$ cat config.mk
export PLATFORM = sky130hd
export DESIGN_NAME = mem_port_arbiter_flat
export DESIGN_NICKNAME = d
export VERILOG_FILES = /design/src/rtl/mem_port_arbiter_pkg.sv /design/src/rtl/mem_port_arbiter_if.sv /design/src/rtl/mem_port_arbiter_fill_seq.sv /design/src/rtl/mem_port_arbiter.sv /design/src/flat_wrapper.sv
export SDC_FILE = /design/constraint.sdc
export NUM_CORES = 1
export LEC_CHECK = 0
export ABC_AREA = 1
export CAP_MARGIN = 20
export CORE_UTILIZATION = 32
export CTS_BUF_LIST = sky130_fd_sc_hd__clkbuf_16
export CTS_CLUSTER_SIZE = 12
export DETAILED_ROUTE_END_ITERATION = 10
export PLACE_DENSITY = 0.81
export SYNTH_ARGS = -nofsm -noshare
export SYNTH_HDL_FRONTEND = slang
export SYNTH_SLANG_ARGS = --single-unit
$ cat constraint.sdc
create_clock -name clk -period 1.85 [get_ports clk]
set_input_delay 0.185 -clock clk [delete_from_list [all_inputs] [get_ports clk]]
set_output_delay 0.185 -clock clk [all_outputs]
set_load 0.05 [all_outputs]
$ cat src/rtl/mem_port_arbiter_pkg.sv
// mem_arb_pkg: shared types and constants for the memory port arbiter.
//   state_t  - arbiter FSM states
//   owner_t  - which cache owns the block fill in flight
//   WORD_BYTES, BLK_OFFSET_MASK - word size and default in-block byte offset mask
package mem_arb_pkg;

  typedef enum logic [1:0] {
    IDLE  = 2'd0,
    ISSUE = 2'd1,
    DRAIN = 2'd2,
    DONE  = 2'd3
  } state_t;

  typedef enum logic [1:0] {
    OWN_NONE = 2'd0,
    OWN_I    = 2'd1,
    OWN_D    = 2'd2
  } owner_t;

  localparam int WORD_BYTES    = 2;
  localparam int BLK_WORDS_DEF = 8;

  // Byte-offset mask of a block holding blk_words 16-bit words.
  function automatic int offset_mask(input int blk_words);
    return blk_words * WORD_BYTES - 1;
  endfunction

  localparam int BLK_OFFSET_MASK = BLK_WORDS_DEF * WORD_BYTES - 1;

endpackage

$ cat src/rtl/mem_port_arbiter_if.sv
// mem_port_arbiter_if: request/response bundle between the caches, the
// arbiter and memory4c.
//   cache side : i_miss/i_addr, d_miss/d_addr, wr_req/wr_addr/wr_data in;
//                fill_data/fill_addr, i_fill_we/d_fill_we, i_done/d_done,
//                wr_ack, stall out
//   memory side: mem_rdata/mem_vld in; mem_en/mem_wr/mem_addr/mem_wdata out
//   slave  modport: the arbiter
//   master modport: whatever drives the requests and models the memory
interface mem_port_arbiter_if #(
  parameter int AW = 16
);

  logic          i_miss;
  logic [AW-1:0] i_addr;
  logic          d_miss;
  logic [AW-1:0] d_addr;
  logic          wr_req;
  logic [AW-1:0] wr_addr;
  logic [15:0]   wr_data;
  logic [15:0]   mem_rdata;
  logic          mem_vld;

  logic          mem_en;
  logic          mem_wr;
  logic [AW-1:0] mem_addr;
  logic [15:0]   mem_wdata;
  logic [15:0]   fill_data;
  logic [AW-1:0] fill_addr;
  logic          i_fill_we;
  logic          d_fill_we;
  logic          i_done;
  logic          d_done;
  logic          wr_ack;
  logic          stall;

  modport slave (
    input  i_miss, i_addr, d_miss, d_addr, wr_req, wr_addr, wr_data,
           mem_rdata, mem_vld,
    output mem_en, mem_wr, mem_addr, mem_wdata, fill_data, fill_addr,
           i_fill_we, d_fill_we, i_done, d_done, wr_ack, stall
  );

  modport master (
    output i_miss, i_addr, d_miss, d_addr, wr_req, wr_addr, wr_data,
           mem_rdata, mem_vld,
    input  mem_en, mem_wr, mem_addr, mem_wdata, fill_data, fill_addr,
           i_fill_we, d_fill_we, i_done, d_done, wr_ack, stall
  );

endinterface

$ cat src/rtl/mem_port_arbiter_fill_seq.sv
// mem_fill_seq: block-fill address sequencer.
//   clk, rst        : clock, synchronous active-high reset
//   i_load          : latch a new block base from i_addr, clear counters
//   i_addr          : miss byte address (low offset bits are discarded)
//   i_issue_adv     : a read was issued this cycle
//   i_ret_adv       : a read returned this cycle
//   o_issue_addr    : address of the next read to issue
//   o_ret_addr      : address of the word returning now
//   o_issue_last    : next issue is the last word of the block
//   o_ret_last      : next return is the last word of the block
module mem_fill_seq
  import mem_arb_pkg::*;
#(
  parameter int BLK_WORDS = 8,
  parameter int AW        = 16
) (
  input  logic          clk,
  input  logic          rst,
  input  logic          i_load,
  input  logic [AW-1:0] i_addr,
  input  logic          i_issue_adv,
  input  logic          i_ret_adv,
  output logic [AW-1:0] o_issue_addr,
  output logic [AW-1:0] o_ret_addr,
  output logic          o_issue_last,
  output logic          o_ret_last
);

  localparam int            CNT_W    = (BLK_WORDS > 1) ? $clog2(BLK_WORDS) : 1;
  localparam logic [AW-1:0] OFF_MASK = AW'(offset_mask(BLK_WORDS));
  localparam logic [CNT_W-1:0] CNT_LAST = CNT_W'(BLK_WORDS - 1);

  logic [AW-1:0]    r_base;
  logic [CNT_W-1:0] r_icnt;
  logic [CNT_W-1:0] r_rcnt;

  always_ff @(posedge clk) begin
    if (rst) begin
      r_base <= '0;
      r_icnt <= '0;
      r_rcnt <= '0;
    end else if (i_load) begin
      r_base <= i_addr & ~OFF_MASK;
      r_icnt <= '0;
      r_rcnt <= '0;
    end else begin
      // Counters wrap to zero after the last word, ready for the next block.
      if (i_issue_adv) r_icnt <= r_icnt + CNT_W'(1);
      if (i_ret_adv)   r_rcnt <= r_rcnt + CNT_W'(1);
    end
  end

  // The base is block aligned, so the word offset never carries out of it.
  assign o_issue_addr = r_base + AW'(r_icnt) * AW'(WORD_BYTES);
  assign o_ret_addr   = r_base + AW'(r_rcnt) * AW'(WORD_BYTES);
  assign o_issue_last = (r_icnt == CNT_LAST);
  assign o_ret_last   = (r_rcnt == CNT_LAST);

endmodule

$ cat src/rtl/mem_port_arbiter.sv
// mem_port_arbiter: sole owner of the memory4c port, shared by I-cache fills,
// D-cache fills and D-cache write-through stores.
//   clk, rst : clock, synchronous active-high reset
//   bus      : mem_port_arbiter_if.slave (cache requests/responses and the
//              memory4c enable/address/data/valid signals)
//
//   state | meaning
//   ------+-----------------------------------------------------------
//   IDLE  | arbitrate; stores go straight to memory, fills are granted
//   ISSUE | one block read per cycle, BLK_WORDS reads in total
//   DRAIN | all reads issued, waiting for the remaining returns
//   DONE  | one-cycle done pulse to the fill owner, flip rr preference
module mem_port_arbiter
  import mem_arb_pkg::*;
#(
  parameter int MEM_LAT   = 4,
  parameter int BLK_WORDS = 8,
  parameter int AW        = 16
) (
  input  logic                 clk,
  input  logic                 rst,
  mem_port_arbiter_if.slave    bus
);

  // Fill completion is driven by returns, so any latency of at least one
  // cycle works; a zero-latency memory would return during the last issue.
  if (MEM_LAT < 1) begin : g_bad_lat
    $error("mem_port_arbiter: MEM_LAT must be at least 1");
  end

  state_t r_state;
  owner_t r_owner;
  owner_t r_rr_pref;

  logic          w_idle;
  logic          w_store;
  logic          w_grant_i;
  logic          w_grant_d;
  logic          w_grant;
  logic [AW-1:0] w_req_addr;
  logic          w_issue;
  logic          w_ret;
  logic [AW-1:0] w_issue_addr;
  logic [AW-1:0] w_ret_addr;
  logic          w_issue_last;
  logic          w_ret_last;

  // Every output is forced low while reset is asserted.
  assign w_idle    = ~rst & (r_state == IDLE);
  assign w_store   = w_idle & bus.wr_req;
  assign w_grant_i = w_idle & ~bus.wr_req & bus.i_miss &
                     (~bus.d_miss | (r_rr_pref == OWN_I));
  assign w_grant_d = w_idle & ~bus.wr_req & bus.d_miss &
                     (~bus.i_miss | (r_rr_pref == OWN_D));
  assign w_grant    = w_grant_i | w_grant_d;
  assign w_req_addr = w_grant_i ? bus.i_addr : bus.d_addr;

  assign w_issue = ~rst & (r_state == ISSUE);
  assign w_ret   = ~rst & bus.mem_vld & ((r_state == ISSUE) | (r_state == DRAIN));

  mem_fill_seq #(
    .BLK_WORDS (BLK_WORDS),
    .AW        (AW)
  ) u_fill_seq (
    .clk          (clk),
    .rst          (rst),
    .i_load       (w_grant),
    .i_addr       (w_req_addr),
    .i_issue_adv  (w_issue),
    .i_ret_adv    (w_ret),
    .o_issue_addr (w_issue_addr),
    .o_ret_addr   (w_ret_addr),
    .o_issue_last (w_issue_last),
    .o_ret_last   (w_ret_last)
  );

  always_ff @(posedge clk) begin
    if (rst) begin
      r_state   <= IDLE;
      r_owner   <= OWN_NONE;
      r_rr_pref <= OWN_I;
    end else begin
      case (r_state)
        IDLE: begin
          if (w_grant) begin
            r_owner <= w_grant_i ? OWN_I : OWN_D;
            r_state <= ISSUE;
          end
        end
        ISSUE: begin
          if (w_issue_last) r_state <= DRAIN;
        end
        DRAIN: begin
          if (w_ret && w_ret_last) r_state <= DONE;
        end
        DONE: begin
          r_rr_pref <= (r_owner == OWN_I) ? OWN_D : OWN_I;
          r_owner   <= OWN_NONE;
          r_state   <= IDLE;
        end
        default: r_state <= IDLE;
      endcase
    end
  end

  assign bus.mem_en    = w_store | w_issue;
  assign bus.mem_wr    = w_store;
  assign bus.mem_addr  = w_store ? bus.wr_addr : (w_issue ? w_issue_addr : '0);
  assign bus.mem_wdata = w_store ? bus.wr_data : 16'h0000;
  assign bus.wr_ack    = w_store;

  assign bus.fill_data = w_ret ? bus.mem_rdata : 16'h0000;
  assign bus.fill_addr = w_ret ? w_ret_addr : '0;
  assign bus.i_fill_we = w_ret & (r_owner == OWN_I);
  assign bus.d_fill_we = w_ret & (r_owner == OWN_D);

  assign bus.i_done = ~rst & (r_state == DONE) & (r_owner == OWN_I);
  assign bus.d_done = ~rst & (r_state == DONE) & (r_owner == OWN_D);

  assign bus.stall = ~rst & (bus.i_miss | bus.d_miss | (bus.wr_req & ~w_store));

endmodule

$ cat src/flat_wrapper.sv
// flat-port wrapper written by rule: the top's interface ports become plain ports
module mem_port_arbiter_flat import mem_arb_pkg::*;
#(
  parameter int MEM_LAT   = 4,
  parameter int BLK_WORDS = 8,
  parameter int AW        = 16
)
  (clk, rst, bus_i_miss, bus_i_addr, bus_d_miss, bus_d_addr, bus_wr_req, bus_wr_addr, bus_wr_data, bus_mem_rdata, bus_mem_vld, bus_mem_en, bus_mem_wr, bus_mem_addr, bus_mem_wdata, bus_fill_data, bus_fill_addr, bus_i_fill_we, bus_d_fill_we, bus_i_done, bus_d_done, bus_wr_ack, bus_stall);
  mem_port_arbiter_if #(.AW(AW)) bus_i ();
  input  logic clk;
  input  logic rst;
  input wire logic [$bits(bus_i.i_miss)-1:0] bus_i_miss;
  input wire logic [$bits(bus_i.i_addr)-1:0] bus_i_addr;
  input wire logic [$bits(bus_i.d_miss)-1:0] bus_d_miss;
  input wire logic [$bits(bus_i.d_addr)-1:0] bus_d_addr;
  input wire logic [$bits(bus_i.wr_req)-1:0] bus_wr_req;
  input wire logic [$bits(bus_i.wr_addr)-1:0] bus_wr_addr;
  input wire logic [$bits(bus_i.wr_data)-1:0] bus_wr_data;
  input wire logic [$bits(bus_i.mem_rdata)-1:0] bus_mem_rdata;
  input wire logic [$bits(bus_i.mem_vld)-1:0] bus_mem_vld;
  output wire logic [$bits(bus_i.mem_en)-1:0] bus_mem_en;
  output wire logic [$bits(bus_i.mem_wr)-1:0] bus_mem_wr;
  output wire logic [$bits(bus_i.mem_addr)-1:0] bus_mem_addr;
  output wire logic [$bits(bus_i.mem_wdata)-1:0] bus_mem_wdata;
  output wire logic [$bits(bus_i.fill_data)-1:0] bus_fill_data;
  output wire logic [$bits(bus_i.fill_addr)-1:0] bus_fill_addr;
  output wire logic [$bits(bus_i.i_fill_we)-1:0] bus_i_fill_we;
  output wire logic [$bits(bus_i.d_fill_we)-1:0] bus_d_fill_we;
  output wire logic [$bits(bus_i.i_done)-1:0] bus_i_done;
  output wire logic [$bits(bus_i.d_done)-1:0] bus_d_done;
  output wire logic [$bits(bus_i.wr_ack)-1:0] bus_wr_ack;
  output wire logic [$bits(bus_i.stall)-1:0] bus_stall;
  assign bus_i.i_miss = bus_i_miss;
  assign bus_i.i_addr = bus_i_addr;
  assign bus_i.d_miss = bus_d_miss;
  assign bus_i.d_addr = bus_d_addr;
  assign bus_i.wr_req = bus_wr_req;
  assign bus_i.wr_addr = bus_wr_addr;
  assign bus_i.wr_data = bus_wr_data;
  assign bus_i.mem_rdata = bus_mem_rdata;
  assign bus_i.mem_vld = bus_mem_vld;
  assign bus_mem_en = bus_i.mem_en;
  assign bus_mem_wr = bus_i.mem_wr;
  assign bus_mem_addr = bus_i.mem_addr;
  assign bus_mem_wdata = bus_i.mem_wdata;
  assign bus_fill_data = bus_i.fill_data;
  assign bus_fill_addr = bus_i.fill_addr;
  assign bus_i_fill_we = bus_i.i_fill_we;
  assign bus_d_fill_we = bus_i.d_fill_we;
  assign bus_i_done = bus_i.i_done;
  assign bus_d_done = bus_i.d_done;
  assign bus_wr_ack = bus_i.wr_ack;
  assign bus_stall = bus_i.stall;
  mem_port_arbiter #(.MEM_LAT(MEM_LAT), .BLK_WORDS(BLK_WORDS), .AW(AW)) u_core (.clk(clk), .rst(rst), .bus(bus_i));
endmodule
== After elaboration in Yosys (flattened, before gate mapping) ==
Cells that the tools add are included.

* Logic and storage cells: 71
* Bits of input ports: 86
* Register bits after elaboration: 24
* Output and inout bits: 72

* Muxes and demuxes: 14
* Reduce and logical (&&, ||, !) cells: 6
* $add $sub $neg: 4
* Equality and inequality tests: 12
* Bitwise gates (word level): 29

{| class="wikitable"
|+ Operators by type and width
! operator !! count
|-
| $mux W16 || 6
|-
| $add A16 B4 Y16 || 2
|-
| $and A1 B1 Y1 || 17
|-
| $mux W2 || 6
|-
| $eq A2 B2 Y1 const B || 4
|-
| $pmux W2 S4 || 1
|-
| $or A1 B1 Y1 || 7
|-
| $add A3 B1 Y3 const B || 2
|-
| $eq A2 B1 Y1 const B || 3
|-
| $eq A3 B3 Y1 const B || 2
|-
| $ne A2 B2 Y1 const B || 3
|-
| $not A1 Y1 || 5
|-
| $pmux W2 S2 || 1
|-
| $reduce_and A3 Y1 || 1
|-
| $logic_not A2 Y1 || 1
|-
| $reduce_and A2 Y1 || 1
|-
| $reduce_bool A2 Y1 || 1
|-
| $reduce_or A2 Y1 || 1
|-
| $logic_and A1 B1 Y1 || 1
|}

== Depth between registers and ports, before layout ==
Gate-level depths: netlist of run 1.

* Word-level depth: 8
* Depth in mapped cells: 11
* Depth with buffers taken out: 10

== By module ==
From an unflattened synthesis of run 1, not the netlist that was laid out.

* Cells, all modules: 405
* Area, all modules: 2217.1 um2

{| class="wikitable"
|+ Modules (own cells, without submodules)
! module !! instances !! area each (um2) !! cells an instance !! sequential area each (um2)
|-
| mem_port_arbiter || 1 || 1293.7 || 274 || 120.1
|-
| mem_fill_seq || 1 || 923.4 || 131 || 360.3
|}

== Least setup slack after synthesis of run 1 ==
No wires, ideal clock.

* Path type: reg2out
* Start: register u_core.r_state[1]
* End: output port bus_mem_addr[10]
* Setup slack: -688 ps
* Cell stages (with the launch flop): 8
* Data required time: 1665 ps
* Buffers on the path: 1
* Arrival time: 2353 ps
* Cell sequence: dfxtp_1 -> inv_1 -> ha_1 -> inv_1 -> nor2_1 -> inv_1 -> buf_4 -> o31ai_1

* Word-level cells in the longest chain between the ends: 4
* Elaborated cells on any way between the ends: 7
* Those cells by class: 1 x eq/ne; 2 x mux; 3 x bitwise; 1 x reduce/logical

{| class="wikitable"
|+ Ends and longest elaborated chain
! what !! RTL line !! RTL
|-
| start, declared || mem_port_arbiter.sv:31 || <nowiki>state_t r_state;</nowiki>
|-
| start signal, assigned || mem_port_arbiter.sv:79 || <nowiki>r_state <= IDLE;</nowiki>
|-
| start signal, assigned || mem_port_arbiter.sv:87 || <nowiki>r_state <= ISSUE;</nowiki>
|-
| start signal, assigned || mem_port_arbiter.sv:91 || <nowiki>if (w_issue_last) r_state <= DRAIN;</nowiki>
|-
| $eq A2 B1 Y1 or $logic_not A2 Y1 (tied branches) || mem_port_arbiter.sv:58, mem_port_arbiter.sv:49 ||
|-
| $and A1 B1 Y1, on equally long branches || mem_port_arbiter.sv:58, mem_port_arbiter.sv:49 ||
|-
| $mux W16 or $and A1 B1 Y1 (tied branches) || mem_port_arbiter.sv:108, mem_port_arbiter.sv:50 ||
|-
| $mux W16 (*) || mem_port_arbiter.sv:108 || <nowiki>assign bus.mem_addr = w_store ? bus.wr_addr : (w_issue ? w_issue_addr : '0);</nowiki>
|-
| end, declared || flat_wrapper.sv:23 || <nowiki>output wire logic [$bits(bus_i.mem_addr)-1:0] bus_mem_addr;</nowiki>
|}

Mark *: on every way between the ends. The rest lies on a longest branch, timed or not.

== Worst setup path in the final report of run 1 ==
* Start: register u_core.r_state[0]
* End: output port bus_mem_addr[11]

Same word-level chain as after synthesis.

==> results.yml, run 1 <==
status:
  status: "complete, but fails checks"
  violations: "negative setup slack"
timing:
  period_share_pct: 113
  maxSlewViolCount: 0
  final.min_clock_period_ns: 2.09
  max_slew_margin_pct: 65.1
  finalHoldViolations: 0
  rsz0062_at_grt: "yes"
  fin_skew_ns: 0.00676
  max_freq_mhz: 479
  setup_violations: 82
  timing.final.ws_setup_ns: -0.239
  worst_pin_slew_ns: 0.524
global_routing:
  grt_antenna_before_repair: 0
  grt_start_max_net_pins: 20
  grt_usage_pct: 39.6
  grt_pass1_vias: 3145
  overflow: 0
  grt_pass1_wl_um: 17800
die:
  start_util_pct: 33.2
  die_area_mm2: 0.00598
  io_pins: 158
  die_w_um: 77.3
  fp-row-count: 27
  core_area_mm2: 0.00547
  die_y_um: 77.3
setup_path:
  critPathKind: "reg -> out"
  start_kind: "flip-flop"
  r2r-start: "u_core.r_state[0]"
  crit_required_ns: 1.66
  crit_start: "u_core.r_state[0]"
  critPathCaptureType: "output pin"
  worst-path-max-fanout: 7
  cp.arrival_ns: 1.90
clock_network:
  clk_path_buf_depth: 2
  cts_tree: "done"
  root_buffer: "clkbuf_16"
  cts-buffers-inserted: 3
  clk_latency_ns: 0.28
  cts_sinks: 24
  ctsHoldBuffers: 0
  h-tree-depth: 1
  path_clk_slew_ns: 0.07
power:
  p_leak_nw: 2.20
  peakVddDrop_uv: 1260
  powerDensity_mw_per_mm2: 856
synthesis:
  yosysSeqAreaShare_pct: 26.5
  ys_types: 25
  postSynthCellCount: 303
  avgSynthCellArea_um2: 5.99
  ys_seq_elements: 24
  synthesis.area_mm2: 0.00182
  synth_warnings: 0
  syn-num-nets: 398
layout:
  finalNonFillerCells: 554
  final_util_pct: 97.4
  finalNetCount: 578
  area_growth_pct: 194
  drive_gt1_share_pct: 44.2
  diodes: 0
routing:
  first_pass_iters: 8
  drc: 0
  wl_per_cell_um: 29.0
  antenna_left: 0
  drt-initial-drc-count: 482
  viasPerCell: 6.24
  num_vias: 3456
  drt_wl_total_um: 16100
placed_design:
  gp_congestion: 0.834
  placed_cells: 525
  port_buffers: 148
  dpl.hpwl_um: 6530
worst_hold_path:
  hold_start: "u_core.u_fill_seq.r_rcnt[2]"
  min_path_type: "reg -> reg"
run:
  maxCapViolations: 0
[placed cells by master (no fill, tap or decap), types with 2 or more instances in the layout]
cell type | Yosys | layout
ha_1 | 9 | 6
clkbuf_16 | 0 | 5
nand2_1 | 38 | 28
clkdlybuf4s50_1 | 0 | 76
buf_12 | 0 | 79
nor3_2 | 0 | 2
buf_4 | 4 | 24
ha_4 | 0 | 3
nand2_2 | 0 | 10
nand3_1 | 5 | 3
inv_1 | 72 | 67
inv_4 | 1 | 4
nand3_2 | 3 | 2
bufbuf_16 | 0 | 2
nand3_4 | 0 | 3
o21ai_1 | 9 | 16
o31ai_4 | 0 | 12
nor2_1 | 62 | 11
nor3_1 | 4 | 2
inv_2 | 1 | 2
buf_6 | 3 | 5
o21ai_0 | 33 | 25
nor2_4 | 1 | 52
dfxtp_1 | 24 | 22
a21oi_1 | 9 | 9
[layer usage]
| layer | vias up | routed length [µm] | global-route usage [%] |
|---|---|---|---|
| met5 | - | 0 | 0 |
| met1 | 1592 | 5060 | 41.7 |
| met4 | 0 | 1820 | 30.8 |
| li1 | 1292 | - | - |
| met3 | 154 | 2100 | 10.1 |
| met2 | 418 | 7100 | 67.1 |
[Yosys cell counts, drive strengths merged]
cell / number / area share (%)
dfxtp: 24 / 26
nand2: 39 / 8.5
o21a: 1 / 0.41
o31ai: 12 / 5.0
a21oi: 9 / 2.5
o21ai: 42 / 12
nand4: 1 / 0.34
buf: 11 / 4.6
nor3: 4 / 1.1
nor4: 1 / 0.34
clkbuf: 4 / 0.90
conb: 1 / 0.21
inv: 74 / 15
nand3: 8 / 3.0
nor2: 63 / 13
ha: 9 / 6.2
[power breakdown]
group	total (mW)	internal (mW)	switching (mW)	leakage, nW
registers	0.717	0.628	0.0881	0.198
clock network	0.658	0.432	0.226	0.0511
logic	3.19	1.32	1.87	1.95
[timing repair]
item | CTS | global route
buffers inserted | 19 | 2
setup endpoints to repair | 80 | 53
pin swaps | 13 | 11
resized for setup | 44 | 51
cloned | 2 | 2
[state kept, by name, summed over array words and instances, names as in the netlist]
register / count
u_core.r_rr_pref: 2
u_core.r_owner: 2
u_core.u_fill_seq.r_base: 12
u_core.u_fill_seq.r_icnt: 3
u_core.u_fill_seq.r_rcnt: 3
u_core.r_state: 2
[worst paths after layout]
path,depth (start not counted),slack (ns),endpoint
worst max-delay path,9,-0.24,bus_mem_addr[11]
worst min-delay path,2,0.53,u_core.u_fill_seq.r_rcnt[2]
worst max register to register,9,-0.14,u_core.u_fill_seq.r_base[13]
worst min register to register,2,0.53,u_core.u_fill_seq.r_rcnt[2]
[area by class of cell]
cell class                 count  area, µm²
timing repair buffer         190       2720
multi-input combinational    190       1630
sequential                    24        485
inverter                      74        304
fill                          81        144
tap                           72       90.1
clock buffer                   3       75.1
clock inverter                 1       30.0
[per-stage QoR]
step,power [mW],TNS [ns],worst slack (ns),hold WS (ns),area (µm²)
floorplan,1.92,-3.01,-0.452,0.297,2180
global placement,2.91,-0.461,-0.0430,0.453,4590
detailed placement,3.00,-2.25,-0.119,0.466,4590
CTS,4.02,-1.24,-0.120,0.478,5060
global route,4.61,-9.53,-0.277,0.541,5330
finish,4.56,-8.81,-0.239,0.526,5330
[critical path, cell delays in order, from the launching register on]
cell and delay [ns]:
dfxtp_4 0.37, inv_4 0.07, ha_4 0.16, nand2_4 0.07, nor2_4 0.19, buf_6 0.15, bufbuf_16 0.26, nand2_2 0.08
o31ai_4 0.09, buf_12 0.18
[logic make-up (layout without fill, tap and decap cells)]
logic type,Yosys count,count (layout),share of synthesized area [%]
adders and majority gates,9,9,6.20
other,1,1,0.207
and+or+nand+nor,116,116,26.7
buffers and inverters,89,268,21.0
AOI/OAI and AO/OA,64,64,19.4
DFF,24,24,26.5
Note: power is estimated with default switching activity, not from simulation.
==> inputs of run 2 (changes only) <==
--- a/config.mk
+++ b/config.mk
@@ -12,6 +12,7 @@
 export CTS_CLUSTER_SIZE = 12
 export DETAILED_ROUTE_END_ITERATION = 10
 export PLACE_DENSITY = 0.81
+export RECOVER_POWER = 100
 export SYNTH_ARGS = -nofsm -noshare
 export SYNTH_HDL_FRONTEND = slang
 export SYNTH_SLANG_ARGS = --single-unit
==> results of run 2 <==
No change in the layout: final DEF, timing and power equal those of run 1.
==> inputs of run 3 (changes only) <==
--- a/config.mk
+++ b/config.mk
@@ -5,7 +5,6 @@
 export SDC_FILE = /design/constraint.sdc
 export NUM_CORES = 1
 export LEC_CHECK = 0
-export ABC_AREA = 1
 export CAP_MARGIN = 20
 export CORE_UTILIZATION = 32
 export CTS_BUF_LIST = sky130_fd_sc_hd__clkbuf_16
==> results.yml, run 3 <==
setup_path:
  ff2ff_path_depth: 7
  worstReg2RegEnd: "u_core.u_fill_seq.r_base[9]"
  regToRegSetupSlack_ns: -0.29
  critPathKind: "reg -> reg"
  cpPeakStageDelay_ns: 0.41
  crit_chain: "inv_2 -> ha_4 -> or3b_4 -> a211o_1 -> buf_6 -> mux2i_1 -> o21ai_0"
  path_buf_inv: 2
  crit_required_ns: 1.98
  cp.arrival_ns: 2.27
  critPathSlowestCell: "or3b_4"
  start_kind: "flip-flop"
  crit_family: "compound AO/OA/AOI/OAI gates"
  critPathCaptureType: "flip-flop"
  worst-path-max-fanout: 7
  r2r-start: "u_core.r_state[0]"
  crit_start: "u_core.r_state[0]"
layout:
  seq_area_um2: 483
  final_util_pct: 92.5
  layout_commonest_cell: "buf_12"
  largest_register_ff_count: 12
  drive_gt1_share_pct: 51.6
  diodes: 0
  multi_input_area_mm2: 0.00174
  top_register: "u_core.u_fill_seq.r_base"
  area_growth_pct: 180
  top_regs: "u_core.u_fill_seq.r_base x12, u_core.u_fill_seq.r_icnt x3, u_core.u_fill_seq.r_rcnt x3"
  fillerInstances: 156
  most-common-layout-cells: "78 x buf_12, 76 x clkdlybuf4s50_1, 47 x and2_4"
  finalNetCount: 509
clock_network:
  path_clk_slew_ns: 0.07
  root_buffer: "clkbuf_16"
  clk_path_buf_depth: 2
  cts_sinks: 24
  cts_tree: "done"
  cts-buffers-inserted: 3
  clk_latency_ns: 0.27
  h-tree-depth: 1
die:
  fp-row-count: 27
  die_w_um: 77.5
  core_area_mm2: 0.00551
  die_area_mm2: 0.00600
  die_y_um: 77.5
  start_util_pct: 33.1
  io_pins: 158
global_routing:
  grt_use_met3_pct: 6.71
  met2_usage_pct: 65.0
  grt_start_max_net_pins: 23
  grt_antenna_before_repair: 0
  gr-usage-met1_pct: 33.3
  grt_pass1_wl_um: 15300
  overflow: 0
  grt_pass1_vias: 2762
  grt_usage_pct: 33.5
  busiest_layer: "met2"
worst_hold_path:
  hold_depth: 2
  hold_start: "u_core.u_fill_seq.r_rcnt[1]"
  min_path_type: "reg -> reg"
  hold_end: "u_core.u_fill_seq.r_rcnt[1]"
synthesis:
  synth.largest_area_cell: "dfxtp_1"
  synthMostInstantiatedCell: "and2_1"
  postSynthCellCount: 244
  synth-edff-count: 0
  synthesis.area_mm2: 0.00182
  syn-num-nets: 339
  async_reset_ff_share_pct: 0
  yosysTopAreaCellShare_pct: 26.4
  yosys-top-cells-count: "48 x and2_1, 36 x nand2_1, 28 x o21ai_0"
  avgSynthCellArea_um2: 7.47
  synth_warnings: 0
  ys_types: 30
  ys_seq_elements: 24
  dominantRegCellSynth: "dfxtp_1"
  yosysSeqAreaShare_pct: 26.4
  synthTopCellsByArea: "dfxtp_1 26%, and2_1 16%, mux2i_1 8.2%, o21ai_0 7.7%, nand2_1 7.4%"
timing:
  setup_violations: 91
  fin_skew_ns: 0.00532
  finalHoldViolations: 0
  timing.final.ws_setup_ns: -0.287
  period_share_pct: 116
  maxSlewViolCount: 0
  final.min_clock_period_ns: 2.14
  max_freq_mhz: 468
  final.setup.tns_ns: -11.64
  rsz0062_at_grt: "yes"
routing:
  first_pass_iters: 5
  num_vias: 2810
  drt-initial-drc-count: 204
  viasPerCell: 5.79
  wl_per_cell_um: 26.7
  drc: 0
  drt_wl_total_um: 13000
  antenna_left: 0
power:
  peakVddDrop_uv: 1180
  powerDensity_mw_per_mm2: 839
  p_leak_nw: 2.15
run:
  maxCapViolations: 0
status:
  violations: "negative setup slack"
  status: "complete, but fails checks"
placed_design:
  gp_congestion: 0.851
  dpl.hpwl_um: 5820
  port_buffers: 148
run 3: cell types whose count changed after synthesis, moves of 13 or more:
cell	before	now
mux2i_1	0	15
nor2_1	62	10
inv_1	72	4
nand3b_1	0	14
clkbuf_1	3	16
and2_1	0	48
run 3: repair_timing:
action                     in CTS  in global routing
hold buffers                    0                  0
pin swaps                      15                 39
buffers inserted                5                  4
setup endpoints to repair      68                 88
gates cloned                    5                  1
resized for setup              69                 76
run 3: power breakdown:
part / leakage [nW] / internal, mW / switching, mW / total (mW)
sequential: 0.197 / 0.607 / 0.113 / 0.720
combinational: 1.91 / 1.42 / 1.48 / 2.90
clock: 0.0511 / 0.432 / 0.220 / 0.652
run 3: logic make-up (layout without fill, tap and decap cells):
group,Yosys count,count (layout),share of synthesized area (%)
xor+xnor,3,3,1.44
buf+inv,25,194,6.25
other cells,1,1,0.206
simple gates,125,125,38.1
compound gates,42,42,13.2
mux,15,15,8.24
fa+ha+maj,9,9,6.18
flops,24,24,26.4
run 3: routing by layer:
layer	routed length, µm	part of all wire [%]	up-vias
li1	-	-	1149
met1	4260	33	1320
met2	6480	50	239
met3	1020	7.9	102
met4	1190	9.2	0
met5	0	0	-
run 3: how the worst max path moves through the flow:
stage / end / cells past startpoint / slack [ns]
2_1_floorplan: u_core.r_state[0] / 8 / -0.18
3_3_place_gp: u_core.r_state[0] / 5 / -0.19
3_5_place_dp: u_core.r_state[0] / 5 / -0.24
4_1_cts: u_core.r_state[0] / 6 / -0.09
5_1_grt: u_core.u_fill_seq.r_base[9] / 6 / -0.30
6_report: u_core.u_fill_seq.r_base[9] / 7 / -0.29
run 3: per-stage QoR:
step	setup WS [ns]	std cells	hold slack, ns	total power [mW]	instance area [µm²]
2_1_floorplan	-0.183	244	0.358	1.81	2020
3_3_place_gp	-0.188	467	0.464	2.79	4370
3_5_place_dp	-0.245	467	0.473	2.84	4370
6_report	-0.287	485	0.504	4.28	5090
5_1_grt	-0.305	485	0.526	4.35	5090
4_1_cts	-0.0870	481	0.478	3.80	4870
run 3: layout make-up:
class                   count  share of cell area [%]
clock buffers               3                    1.47
clock inverters             1                   0.589
inverters                   4                   0.295
multi-input cells         195                    34.2
flip-flops and latches     24                    9.48
well taps                  72                    1.77
repair buffers            186                    52.2
run 3: worst min-delay path, cell delays in order (launching register included):
cell and delay (ns):
dfxtp_1 0.33, nand2_1 0.06, a21oi_1 0.06
